[src/rtl/vram_write_arbiter_if.sv]
// Request side of the VRAM write arbiter: three packed write requesters
// sharing one valid/ready handshake bundle.
interface vram_write_arbiter_if #(
    parameter int ADDR_W = 13,
    parameter int DATA_W = 16
);
    logic [2:0]          req_valid;
    logic [3*ADDR_W-1:0] req_addr;
    logic [3*DATA_W-1:0] req_data;
    logic [2:0]          req_ready;

    modport master (output req_valid, output req_addr, output req_data, input req_ready);
    modport slave  (input req_valid, input req_addr, input req_data, output req_ready);
endinterface

[src/rtl/vram_write_arbiter.sv]
// Round-robin arbiter sharing the text-mode VRAM write port between the board
// loader, the UART console and the UI overlay, with bursts capped at BURST_MAX.
module vram_write_arbiter #(
    parameter int ADDR_W     = 13,
    parameter int DATA_W     = 16,
    parameter int VRAM_DEPTH = 4096,
    parameter int BURST_MAX  = 32
) (
    input  logic                  clk,
    input  logic                  rst,
    input  logic                  pause,
    vram_write_arbiter_if.slave   req,
    output logic [ADDR_W-1:0]     waddr,
    output logic [DATA_W-1:0]     wdata,
    output logic                  wr,
    output logic [1:0]            grant_id,
    output logic [7:0]            drop_count,
    output logic                  busy
);

    localparam int BEAT_W = $clog2(BURST_MAX) + 1;
    localparam logic [BEAT_W-1:0] LAST_BEAT = BEAT_W'(BURST_MAX - 1);
    localparam logic [ADDR_W:0]   DEPTH_L   = (ADDR_W + 1)'(VRAM_DEPTH);

    typedef enum logic {IDLE, GRANT} state_t;

    state_t              state_q, state_d;
    logic [1:0]          owner_q, owner_d;
    logic [1:0]          rrPtr_q, rrPtr_d;
    logic [BEAT_W-1:0]   beatCnt_q, beatCnt_d;
    logic                wr_q, wr_d;
    logic [ADDR_W-1:0]   waddr_q, waddr_d;
    logic [DATA_W-1:0]   wdata_q, wdata_d;
    logic [7:0]          dropCount_q, dropCount_d;

    logic [ADDR_W-1:0]   ownerAddr;
    logic [DATA_W-1:0]   ownerData;
    logic                ownerValid;
    logic [2:0]          reqReady;
    logic [3:0]          validExt;
    logic [1:0]          cand1, cand2, pick;
    logic                xfer, inRange;

    function automatic logic [1:0] nextIdx(input logic [1:0] i);
        return (i == 2'd2) ? 2'd0 : i + 2'd1;
    endfunction

    // Owner mux; ready is decoded only from registered state so it never depends on valid.
    always_comb begin
        ownerAddr  = '0;
        ownerData  = '0;
        ownerValid = 1'b0;
        reqReady   = '0;
        case (owner_q)
            2'd0: begin
                ownerAddr  = req.req_addr[0 +: ADDR_W];
                ownerData  = req.req_data[0 +: DATA_W];
                ownerValid = req.req_valid[0];
                reqReady   = 3'b001;
            end
            2'd1: begin
                ownerAddr  = req.req_addr[ADDR_W +: ADDR_W];
                ownerData  = req.req_data[DATA_W +: DATA_W];
                ownerValid = req.req_valid[1];
                reqReady   = 3'b010;
            end
            2'd2: begin
                ownerAddr  = req.req_addr[2*ADDR_W +: ADDR_W];
                ownerData  = req.req_data[2*DATA_W +: DATA_W];
                ownerValid = req.req_valid[2];
                reqReady   = 3'b100;
            end
            default: ;
        endcase
        if (state_q != GRANT || pause) begin
            reqReady = '0;
        end
    end

    assign xfer     = (state_q == GRANT) && !pause && ownerValid;
    assign inRange  = {1'b0, ownerAddr} < DEPTH_L;
    assign validExt = {1'b0, req.req_valid};
    assign cand1    = nextIdx(rrPtr_q);
    assign cand2    = nextIdx(cand1);
    assign pick     = validExt[rrPtr_q] ? rrPtr_q : (validExt[cand1] ? cand1 : cand2);

    always_comb begin
        state_d   = state_q;
        owner_d   = owner_q;
        rrPtr_d   = rrPtr_q;
        beatCnt_d = beatCnt_q;
        case (state_q)
            IDLE: begin
                if (!pause && (|req.req_valid)) begin
                    state_d   = GRANT;
                    owner_d   = pick;
                    beatCnt_d = '0;
                end
            end
            GRANT: begin
                if (!pause) begin
                    if (ownerValid) begin
                        beatCnt_d = beatCnt_q + BEAT_W'(1);
                        if (beatCnt_q == LAST_BEAT) begin
                            state_d = IDLE;
                            rrPtr_d = nextIdx(owner_q);
                        end
                    end else begin
                        state_d = IDLE;
                        rrPtr_d = nextIdx(owner_q);
                    end
                end
            end
            default: state_d = IDLE;
        endcase
    end

    // Out-of-range beats are still consumed so the requester advances, but only counted.
    always_comb begin
        wr_d        = xfer && inRange;
        waddr_d     = waddr_q;
        wdata_d     = wdata_q;
        dropCount_d = dropCount_q;
        if (xfer && inRange) begin
            waddr_d = ownerAddr;
            wdata_d = ownerData;
        end
        if (xfer && !inRange && dropCount_q != 8'hFF) begin
            dropCount_d = dropCount_q + 8'd1;
        end
    end

    always_ff @(posedge clk) begin
        if (rst) begin
            state_q     <= IDLE;
            owner_q     <= '0;
            rrPtr_q     <= '0;
            beatCnt_q   <= '0;
            wr_q        <= 1'b0;
            waddr_q     <= '0;
            wdata_q     <= '0;
            dropCount_q <= '0;
        end else begin
            state_q     <= state_d;
            owner_q     <= owner_d;
            rrPtr_q     <= rrPtr_d;
            beatCnt_q   <= beatCnt_d;
            wr_q        <= wr_d;
            waddr_q     <= waddr_d;
            wdata_q     <= wdata_d;
            dropCount_q <= dropCount_d;
        end
    end

    assign req.req_ready = reqReady;
    assign waddr         = waddr_q;
    assign wdata         = wdata_q;
    assign wr            = wr_q;
    assign grant_id      = (state_q == GRANT) ? owner_q : 2'd3;
    assign drop_count    = dropCount_q;
    assign busy          = (state_q == GRANT);

endmodule

[src/flat_wrapper.sv]
// flat-port wrapper written by rule: the top's interface ports become plain ports
module vram_write_arbiter_flat 
#(
    parameter int ADDR_W     = 13,
    parameter int DATA_W     = 16,
    parameter int VRAM_DEPTH = 4096,
    parameter int BURST_MAX  = 32
)
  (clk, rst, pause, waddr, wdata, wr, grant_id, drop_count, busy, req_req_valid, req_req_addr, req_req_data, req_req_ready);
  vram_write_arbiter_if #(.ADDR_W(ADDR_W), .DATA_W(DATA_W)) req_i ();
  input  logic clk;
  input  logic rst;
  input  logic pause;
  output logic [ADDR_W-1:0] waddr;
  output logic [DATA_W-1:0] wdata;
  output logic wr;
  output logic [1:0] grant_id;
  output logic [7:0] drop_count;
  output logic busy;
  input wire logic [$bits(req_i.req_valid)-1:0] req_req_valid;
  input wire logic [$bits(req_i.req_addr)-1:0] req_req_addr;
  input wire logic [$bits(req_i.req_data)-1:0] req_req_data;
  output wire logic [$bits(req_i.req_ready)-1:0] req_req_ready;
  assign req_i.req_valid = req_req_valid;
  assign req_i.req_addr = req_req_addr;
  assign req_i.req_data = req_req_data;
  assign req_req_ready = req_i.req_ready;
  vram_write_arbiter #(.ADDR_W(ADDR_W), .DATA_W(DATA_W), .VRAM_DEPTH(VRAM_DEPTH), .BURST_MAX(BURST_MAX)) u_core (.clk(clk), .rst(rst), .pause(pause), .req(req_i), .waddr(waddr), .wdata(wdata), .wr(wr), .grant_id(grant_id), .drop_count(drop_count), .busy(busy));
endmodule
[config.mk]
export PLATFORM = sky130hd
export DESIGN_NAME = vram_write_arbiter_flat
export DESIGN_NICKNAME = d
export VERILOG_FILES = /design/src/rtl/vram_write_arbiter_if.sv /design/src/rtl/vram_write_arbiter.sv /design/src/flat_wrapper.sv
export SDC_FILE = /design/constraint.sdc
export NUM_CORES = 1
export LEC_CHECK = 0
export ABC_AREA = 1
export CAP_MARGIN = 30
export CORE_MARGIN = 5
export CORE_UTILIZATION = 35
export DETAILED_ROUTE_END_ITERATION = 12
export MAX_ROUTING_LAYER = met4
export PLACE_DENSITY = 0.72
export REMOVE_ABC_BUFFERS = 1
export SYNTH_ARGS = -nofsm -noshare
export SYNTH_HDL_FRONTEND = slang
export SYNTH_SLANG_ARGS = --single-unit
export TNS_END_PERCENT = 1
[constraint.sdc]
create_clock -name clk -period 2.4 [get_ports clk]
set_input_delay 0.72 -clock clk [delete_from_list [all_inputs] [get_ports clk]]
set_output_delay 0.72 -clock clk [all_outputs]
set_load 0.05 [all_outputs]
After elaboration in Yosys (flattened, before gate mapping)
Cells that the tools add are included.
Storage, ports and cells
  word-level logic and storage cells: 68
  bits of input ports: 93
  output and inout port bits: 44
  flip-flop bits (word level): 49
Cells by class
  reduce and logical (&&, ||, !) cells: 14
  equality and inequality tests: 10
  bitwise logic cells: 2
  muxes and demuxes: 26
  order comparisons: 3
  add/subtract/negate cells: 5
Operator list (count)
  one-hot mux 16 bit (3 select lines): 1
  one-hot mux 13 bit (3 select lines): 1
  two-way mux 6 bit: 3
  two-way mux 2 bit: 8
  less-than comparator 13 bit (second input constant): 1
  one-hot mux 6 bit (2 select lines): 1
  one-hot mux 3 bit (3 select lines): 1
  adder 8 x 1 -> 8 bit (second input constant): 1
  inequality test 2 bit (second input constant): 4
  inequality test 8 bit (second input constant): 1
  adder 2 x 1 -> 2 bit (second input constant): 3
  adder 6 x 1 -> 6 bit (second input constant): 1
  equality test 2 bit (second input constant): 3
  equality test 6 x 5 -> 1 bit (second input constant): 1
  logical AND 1 bit: 6
  less-than comparator 2 x 3 -> 1 bit (second input constant): 2
  two-way mux 1 bit: 6
  AND reduction 3 bit: 2
  binary-select mux 1 bit (select 2 bit): 2
  two-way mux 3 bit: 1
  one-hot mux 1 bit (3 select lines): 1
  OR reduction 3 bit: 1
  equality test 2 x 1 -> 1 bit (second input constant): 1
  zero test 1 bit: 2
  5 further kinds: 6

Logic depth before layout (Yosys ltp)
Gate-level depths: netlist (run 1).
  depth in word-level cells: 6
  depth in mapped cells: 11
  depth with buffers taken out: 9

Least setup slack after synthesis (run 1)
No wires, ideal clock.
  path type: flip-flop to output port
  start point: register u_core.state_q, in the netlist u_core.busy
  end point: output port req_req_ready[0]
  arrival: 1.808 ns
  data required time: 1.680 ns
  stages on the path, launching flop included: 5
  path slack: -0.128 ns
  path through: dfxtp_1 -> inv_1 -> nor2_2 -> inv_1 -> nor2_1
On the way
  longest elaborated chain between the ends: 3
RTL lines
  from (decl): line vram_write_arbiter.sv:27  | state_t state_q, state_d;
  from (signal assigned): line vram_write_arbiter.sv:144  | state_q <= state_d;
  NOT 1 bit: line vram_write_arbiter.sv:75  | if (state_q != GRANT || pause) begin
  logical OR 1 bit: line vram_write_arbiter.sv:75
  two-way mux 3 bit: line vram_write_arbiter.sv:75
  to (decl): line flat_wrapper.sv:23  | output wire logic [$bits(req_i.req_ready)-1:0] req_req_ready;
Every way passes these cells.

Final worst setup path (run 1)
  start point: input port pause
  end point: output port req_req_ready[1]
On the way
  longest elaborated chain between the ends: 2
RTL lines
  from (decl): line flat_wrapper.sv:13  | input logic pause;
  logical OR 1 bit: line vram_write_arbiter.sv:75
  two-way mux 3 bit: line vram_write_arbiter.sv:75
Every way passes these cells.

==> metrics, run 1 <==
synthesized area 2620 um^2; Post-Layout Cell Count 636; grt met1 use 24.3%; via total after detailed routing 3225; RR Endpoint u_core.drop_count[2]; final hold vios 0; grt met3 use 4.65%; Post-DRT Antenna Nets 0; Worst-path clk slew 0.08 ns; status finished, final reports clean; Die X 96.6 um; hpwl dp 7270 um; count of mapped cells out of synthesis 404; share of layout cells above drive strength 1 7.64%; worst endpoint required time 1.68 ns; All-Layer GR Usage 20.8%; Crit Path Class in -> out; dpl cell area 4150 um^2; max incr delay on CP 0.44 ns; actual slew at the worst max-slew pin 0.641 ns; Yosys top cell area share 37.4%; Avg WL per Cell 15.0 um; largest net degree at the start of global routing 29; Synth Area per Inst 6.49 um^2; critical path data arrival time 1.63 ns; final worst-path cycle share 98.1%; CTS tree built; WP buf/inv 3; CTS H-tree depth 2; final instance area 4250 um^2; area grow syn2layout 62.1%; library cells used by synthesis 24; RSZ-0062 raised after global routing false; Iteration-0 DRC Markers 126; worst-path maximum fanout 3; HP Class reg -> reg; Worst Reg2Reg Path Length in Cells 8; Worst-Skew Late Latency 0.29 ns; slowest CP cell clkdlybuf4s50_1; Ports 137; r2r setup slk 0.47 ns; Worst Setup Start Kind primary input; Final #Nets 632; most used cell, CP nor2_2; Worst Skew 0.00487 ns; Fmax achieved 425 MHz; Port Buffers 136; postcts setup bufs 0; clk sinks 49; worst-path cell chain clkdlybuf4s50_1, nor2_2, inv_2, nor2_2, buf_6; Vias/cell 5.07; core area 7290 um^2; Longest Clk Path Bufs 2; DRT Pass-1 Iters 5; setup TNS 0 ns; hold_sp u_core.waddr[10]; Hold Path Sink u_core.waddr[10]; Die H 96.6 um; grt met2 use 36.3%; Fillers 723; Initial Utilization 36.0%; Seq/Total Area, Yosys 37.4%; row cnt 31; Leakage 1.77 nW; largest area contributor in the netlist dfxtp_1; residual DRC count 0; first-pass GRT wire length 14800 um; Peak VDD IR 0.273 mV; Root Buffer clkbuf_8; Crit. End Element primary output; most frequent cells in the layout clkdlybuf4s50_1, nand3_1, nand2_1; r2r startpoint u_core.owner_q[1]; ANT cells 0; Power per Cell Area 452 nW/um^2; Placer Congestion 0.870; most common cell after layout, fill and taps aside clkdlybuf4s50_1; fin. max-slew vios 0; Crit path max-delay family buffers and inverters; final wirelength 9560 um; final setup fails 0; Hold Path Depth 2; Area contributors post-synth dfxtp_1, nand3_1, nand2_1; total global routing overflow 0; gr busiest metal met2; max cap viols 0; Inst Count DP 629; CTS Hold Bufs 0; CTS Buf Count 5; vias in the first global route 3126; Final Critical Period 2.35 ns; yosys warns 0; Slew HR 56.9%; area of the die 9330 um^2; initial antenna violation count 0; #FFs+latches synth 49
-- sequential cells by signal (all words and copies together) (netlist names) --
signal and cells:
u_core.wdata 16, u_core.waddr 13, u_core.drop_count 8, u_core.beatCnt_q 6, u_core.owner_q 2, u_core.rrPtr_q 2
u_core.busy 1, u_core.wr 1
-- where the power goes --
part	leakage, nW	switching, mW	total (mW)	internal [mW]
combinational	1.33	0.321	0.592	0.271
sequential	0.396	0.0182	0.851	0.833
clock	0.0443	0.252	0.481	0.229
total	1.77	0.592	1.92	1.33
-- timing repair --
| item | CTS | global route |
|---|---|---|
| pin swaps | 0 | 1 |
| setup endpoints to repair | 1 | 3 |
| gates resized for setup | 1 | 6 |
-- routing by layer --
layer	vias to the layer above	share of wire (%)
met3	18	8.1
li1	1619	-
met2	130	50
met5	-	0
met4	0	1.6
met1	1458	41
-- how the worst max path moves through the flow --
stage                            from               end  slack [ns]  depth (start not counted)
global route                    pause  req_req_ready[1]       0.009                          5
global placement                pause  req_req_ready[0]       0.001                          5
detailed placement              pause  req_req_ready[0]       -0.03                          5
CTS                             pause  req_req_ready[1]       0.003                          5
finish                          pause  req_req_ready[1]        0.05                          5
floorplan           u_core.owner_q[1]  req_req_ready[0]       -0.43                          3
-- cell usage after synthesis --
library cell and n:
buf_6 1, ha_1 2, o31ai_1 1, xor2_1 5, nand2_1 102, nor2_4 1
o21ai_1 10, a31oi_1 1, inv_1 15, o21ai_0 10, o211ai_1 1, nor2_1 25
inv_2 5, nand2_2 1, buf_1 4, a21oi_1 31, nand2_4 1, clkbuf_1 13
nand3_1 115, nand3b_1 1, nor2_2 3, buf_2 6, nand3_2 1, dfxtp_1 49
-- layout make-up --
class | instances | area (um^2) | share of cell area, %
repair buffers | 150 | 1510 | 35.5
clock buffers | 7 | 86.3 | 2.03
multi-input cells | 311 | 1480 | 34.7
well taps | 99 | 124 | 2.91
inverters | 20 | 75.1 | 1.77
flip-flops and latches | 49 | 981 | 23.1
-- through the flow --
| stage | setup WS [ns] | total power, mW | utilization (%) | hold slack, ns |
|---|---|---|---|---|
| final | 0.0461 | 1.92 | 58.3 | 0.470 |
| after detailed placement | -0.0290 | 1.46 | 56.9 | 0.460 |
| after global placement | 0.00142 | 1.45 | 56.9 | 0.455 |
| after global routing | 0.00864 | 2.03 | 58.3 | 0.500 |
| after floorplan | -0.434 | 1.15 | - | 0.447 |
| after CTS | 0.00297 | 1.94 | 58.1 | 0.474 |
-- worst min-delay path, delay by kind of cell, from the launching register on --
kind,cells,cell delay [ns]
flip-flops,1,0.31
AND/OR/NAND/NOR,2,0.12
-- logic make-up after synthesis --
kind of cell / Yosys count / synth area share [%]
and+or+nand+nor: 250 / 42.6
DFF: 49 / 37.4
adders and majority gates: 2 / 0.954
xor gates and xnor gates: 5 / 1.67
buffers and inverters: 44 / 6.87
AOI/OAI and AO/OA: 54 / 10.5
(Power assumes the default switching activity.)
==> run 2: changes to the inputs <==
MAX_ROUTING_LAYER = not set   (was met4)
==> run 2 against run 1 <==
Worst hold slack barely moved. Clock skew barely moved. Setup slack improved by 0.0086 ns. Design area did not move. Routed wire length barely moved. Count of clock-buffer cells in the layout did not move. Flip-flop and latch count did not move. Final cell count did not move. Non-clock buffer count did not move. Total power barely moved. Highest routed layer unchanged.
==> metrics, run 2 (synthesis results as in run 1) <==
status finished, final reports clean (unchanged); Die X 96.6 um (unchanged); final hold vios 0 (unchanged); final worst-path cycle share 97.7% (was 98.1%); CTS H-tree depth 2 (unchanged); r2r setup slk 0.47 ns (about the same); DR WL met2 4720 um (was 4730 um); Fmax achieved 426 MHz (was 425 MHz); critical path data arrival time 1.63 ns (about the same); hpwl dp 7270 um (unchanged); first-pass GRT wire length 14800 um (about the same); Worst Setup Start Kind primary input (unchanged); total global routing overflow 0 (unchanged); actual slew at the worst max-slew pin 0.609 ns (was 0.641 ns); Leakage 1.77 nW (unchanged); WHS 0.470 ns (about the same); Ports 137 (unchanged); Final Critical Period 2.35 ns (about the same); core area 7290 um^2 (unchanged); worst-path maximum fanout 3 (unchanged); CTS Hold Bufs 0 (unchanged); residual DRC count 0 (unchanged); Worst Skew 0.00509 ns (was 0.00487 ns); vias in the first global route 3126 (unchanged); wl on met1 3880 um (was 3890 um); area grow syn2layout 62.1% (unchanged); Hold Path Sink u_core.waddr[10] (unchanged); Die H 96.6 um (unchanged); most frequent cells in the layout clkdlybuf4s50_1, nand3_1, nand2_1 (unchanged); RSZ-0062 raised after global routing false (unchanged); Root Buffer clkbuf_8 (unchanged); Crit Path Class in -> out (unchanged); max cap viols 0 (unchanged); Vias/cell 5.03 (was 5.07); CTS Buf Count 5 (unchanged); HP Class reg -> reg (unchanged); ANT cells 0 (unchanged); final wirelength 9550 um (was 9560 um); row cnt 31 (unchanged); clk sinks 49 (unchanged); hold_sp u_core.waddr[10] (unchanged); Worst-path clk slew 0.08 ns (about the same); top sig layer met4 (unchanged); crit path launch pause (unchanged); Peak VDD IR 0.272 mV (was 0.273 mV); Avg WL per Cell 15.0 um (about the same); Met3 Wirelength 810 um (was 774 um); Longest Clk Path Bufs 2 (unchanged); area of the die 9330 um^2 (unchanged); setup TNS 0 ns (unchanged); initial antenna violation count 0 (unchanged); Hold Path Depth 2 (unchanged); r2r startpoint u_core.owner_q[1] (unchanged); max FFs per register 16 (unchanged); Final #Nets 632 (unchanged); Placer Congestion 0.856 (was 0.870); All-Layer GR Usage 20.3% (was 20.8%); postcts setup bufs 0 (unchanged); worst endpoint required time 1.68 ns (about the same); share of layout cells above drive strength 1 7.64% (unchanged); Worst-Skew Late Latency 0.29 ns (about the same); Slew HR 59.0% (was 56.9%); Post-DRT Antenna Nets 0 (unchanged); CTS tree built (unchanged); Iteration-0 DRC Markers 119 (was 126); final setup fails 0 (unchanged); Power per Cell Area 452 nW/um^2 (about the same); Initial Utilization 36.0% (unchanged); Port Buffers 136 (unchanged); DRT Pass-1 Iters 4 (was 5); fin. max-slew vios 0 (unchanged); RR Endpoint u_core.drop_count[2] (unchanged); Worst Reg2Reg Path Length in Cells 8 (unchanged); Crit. End Element primary output (unchanged); via total after detailed routing 3196 (was 3225); largest net degree at the start of global routing 29 (unchanged); most common cell after layout, fill and taps aside clkdlybuf4s50_1 (unchanged)
-- run 2: power by group --
part / switching [mW] / leakage, nW / internal (mW) / total, mW
logic: 0.321 / 1.33 / 0.271 / 0.592
clock network: 0.252 / 0.0443 / 0.229 / 0.481
registers: 0.0183 / 0.396 / 0.833 / 0.851
-- run 2: worst max path at each step --
stage / end / slack (ns) / cells after the start
after global placement: req_req_ready[0] / 0.001 / 5
final: req_req_ready[1] / 0.05 / 5
after detailed placement: req_req_ready[0] / -0.03 / 5
after CTS: req_req_ready[1] / 0.003 / 5
after global routing: req_req_ready[1] / 0.009 / 5
after floorplan: req_req_ready[0] / -0.43 / 3
-- run 2: layout make-up --
cell class / count / area [um^2]
fill: 723 / 3040
timing repair buffer: 150 / 1510
multi-input combinational: 311 / 1480
sequential: 49 / 981
tap: 99 / 124
clock buffer: 7 / 86.3
inverter: 20 / 75.1
-- run 2: per-stage QoR --
| stage | utilization [%] | instance area (um^2) | worst slack (ns) | instances | power [mW] |
|---|---|---|---|---|---|
| 4_1_cts | 58.1 | 4240 | 0.00297 | 636 | 1.94 |
| 3_3_place_gp | 56.9 | 4150 | 0.00142 | 629 | 1.45 |
| 2_1_floorplan | - | 2520 | -0.434 | 380 | 1.15 |
| 6_report | 58.3 | 4250 | 0.0547 | 636 | 1.92 |
| 5_1_grt | 58.3 | 4250 | 0.00868 | 636 | 2.03 |
| 3_5_place_dp | 56.9 | 4150 | -0.0290 | 629 | 1.46 |
-- run 2: what timing repair did --
action,CTS,global route
resized for setup,1,6
setup endpoints to repair,1,3
pin swaps,0,1
hold endpoints to repair,0,0
-- run 2: worst max-delay path: stages --
cell and delay [ns]:
clkdlybuf4s50_1 0.43, nor2_2 0.13, inv_2 0.08, nor2_2 0.10
buf_6 0.16
-- run 2: layer usage --
layer / vias to the layer above / GRT usage (%)
met3: 14 / 5.73
li1: 1620 / -
met5: - / 0
met4: 0 / 5.14
met1: 1451 / 23.7
met2: 111 / 36.2
==> run 3: changes to the inputs <==
CORE_ASPECT_RATIO = 1.75   (was not set)
==> run 3 against run 2 <==
Routed wire length up 1.3%. Largest power group unchanged. Worst hold slack worse by 0.013 ns. Fmax down 1.5%. Total power up 9.2%. Critical path type unchanged.
==> metrics, run 3 (synthesis results as in run 1) <==
HP Class reg -> reg (unchanged); Post-DRT Antenna Nets 0 (unchanged); CTS Buf Count 5 (unchanged); All-Layer GR Usage 20.3% (about the same); core area 7280 um^2 (was 7290 um^2); status finished, final reports clean (unchanged); Clk network pwr share 31.1% (was 25.0%); Worst-Skew Late Latency 0.28 ns (was 0.29 ns); most used cell, CP nor2_2 (unchanged); max cap viols 0 (unchanged); max incr delay on CP 0.44 ns (was 0.43 ns); crit path launch pause (unchanged); setup TNS 0 ns (unchanged); critical path data arrival time 1.66 ns (was 1.63 ns); Worst Setup EP req_req_ready[2] (was req_req_ready[1]); Die H 125 um (was 96.6 um); total global routing overflow 0 (unchanged); Root Buffer clkbuf_16 (was clkbuf_8); most common cell after layout, fill and taps aside clkdlybuf4s50_1 (unchanged); ANT cells 0 (unchanged); Crit path max-delay family buffers and inverters (unchanged); Net Sw Frac 29.5% (was 30.8%); Fmax achieved 420 MHz (was 426 MHz); max FFs per register 16 (unchanged); fin. max-slew vios 0 (unchanged); worst endpoint required time 1.68 ns (about the same); Final Critical Period 2.38 ns (was 2.35 ns); worst-path maximum fanout 3 (unchanged); Internal Power 1.48 mW (was 1.33 mW); first-pass GRT wire length 15000 um (was 14800 um); pre-CTS setup slack -0.0227 ns (was -0.0290 ns); Inst Count DP 618 (was 629); Post-Layout Cell Count 624 (was 636); Psw 0.619 mW (was 0.592 mW); Worst Skew 0.00405 ns (was 0.00509 ns); clk sinks 49 (unchanged); Crit. End Element primary output (unchanged); Worst Reg2Reg Path Length in Cells 7 (was 8); Leakage 1.80 nW (was 1.77 nW); r2r setup slk 0.69 ns (was 0.47 ns); CTS H-tree depth 2 (unchanged); Crit Path Class in -> out (unchanged); Iteration-0 DRC Markers 166 (was 119); final wirelength 9680 um (was 9550 um); row cnt 41 (was 31); final hold vios 0 (unchanged); Fillers 690 (was 723); WP buf/inv 3 (unchanged); Placer Congestion 0.829 (was 0.856); Initial Utilization 36.0% (about the same); Ports 137 (unchanged); Port Buffers 136 (unchanged); Slew HR 59.6% (was 59.0%); worst-path cell chain clkdlybuf4s50_1, nor2_2, inv_2, nor2_2, buf_6 (unchanged); area grow syn2layout 63.7% (was 62.1%); Vias/cell 5.21 (was 5.03); final setup fails 0 (unchanged); final worst-path cycle share 99.2% (was 97.7%); slowest CP cell clkdlybuf4s50_1 (unchanged); Longest Clk Path Bufs 2 (unchanged); RR Endpoint u_core.drop_count[3] (was u_core.drop_count[2]); Peak VDD IR 0.409 mV (was 0.272 mV); via total after detailed routing 3250 (was 3196); DRT Pass-1 Iters 4 (unchanged); actual slew at the worst max-slew pin 0.601 ns (was 0.609 ns); area of the die 9400 um^2 (was 9330 um^2); Worst Setup Start Kind primary input (unchanged); sequential share of power 40.6% (was 44.2%); fin worst setup slack 0.0197 ns (was 0.0547 ns); initial antenna violation count 0 (unchanged); vias in the first global route 3247 (was 3126); Logic pwr share 28.3% (was 30.8%); most frequent cells in the layout clkdlybuf4s50_1, nand3_1, nand2_1 (unchanged); r2r startpoint u_core.owner_q[1] (unchanged); largest net degree at the start of global routing 29 (unchanged); WP depth 5 (unchanged); Power per Cell Area 489 nW/um^2 (was 452 nW/um^2); Avg WL per Cell 15.5 um (was 15.0 um); hpwl dp 7310 um (was 7270 um); Worst-path clk slew 0.06 ns (was 0.08 ns); Final #Nets 634 (was 632); share of layout cells above drive strength 1 7.99% (was 7.64%); overall power 2.10 mW (was 1.92 mW); CTS tree built (unchanged); residual DRC count 0 (unchanged); Die X 75.5 um (was 96.6 um)
[run 3: worst min path at each step]
stage / startpoint / end / slack, ns / cells past startpoint
after floorplan: u_core.beatCnt_q[0] / u_core.beatCnt_q[0] / 0.45 / 1
after global placement: u_core.waddr[12] / u_core.waddr[12] / 0.45 / 2
after detailed placement: u_core.waddr[12] / u_core.waddr[12] / 0.45 / 2
after CTS: u_core.waddr[12] / u_core.waddr[12] / 0.46 / 2
after global routing: u_core.waddr[4] / u_core.waddr[4] / 0.49 / 2
final: u_core.waddr[12] / u_core.waddr[12] / 0.46 / 2
[run 3: power by group through the flow]
stage	logic [mW]	registers (mW)	clock network (mW)
3_5_place_dp	0.591	0.871	0
4_1_cts	0.595	0.853	0.668
3_3_place_gp	0.586	0.870	0
2_1_floorplan	0.213	0.932	0
6_report	0.595	0.853	0.654
5_1_grt	0.641	0.855	0.706
[run 3: area by class of cell]
class / instances / area, um^2 / share of cell area, %
sequential: 49 / 981 / 22.8
multi-input combinational: 311 / 1480 / 34.3
clock inverter: 1 / 5.00 / 0.117
inverter: 20 / 75.1 / 1.75
timing repair buffer: 152 / 1530 / 35.5
tap: 86 / 108 / 2.51
clock buffer: 5 / 125 / 2.91
[run 3: per-layer routing]
metal	global-route usage [%]	vias to the layer above	wire length, um
met1	20.5	1501	3460
met4	7.83	0	296
met2	38.7	109	5310
met5	0	-	0
li1	-	1619	-
met3	3.39	21	609
[run 3: worst register-to-register path: stages (launching register included)]
cell     delay (ns)
dfxtp_1        0.49
buf_4          0.27
nand3_1        0.11
nand3_2        0.13
nand2_4        0.09
nor2_2         0.33
nand2_1        0.09
a21oi_1        0.14
[run 3: per-stage QoR]
| stage | instance area [um^2] | hold slack (ns) | utilization, % |
|---|---|---|---|
| floorplan | 2520 | 0.447 | - |
| global placement | 4150 | 0.452 | 56.9 |
| detailed placement | 4150 | 0.446 | 56.9 |
| CTS | 4280 | 0.461 | 58.7 |
| global route | 4300 | 0.488 | 59.0 |
| finish | 4300 | 0.457 | 59.0 |
[run 3: repair_timing]
item / CTS / global route
pin swaps: 0 / 1
endpoints found under the setup margin: 1 / 3
hold buffers: 0 / 0
buffers inserted: 0 / 0
cloned: 0 / 0
gates resized for setup: 1 / 6
endpoints found under the hold margin: 0 / 0
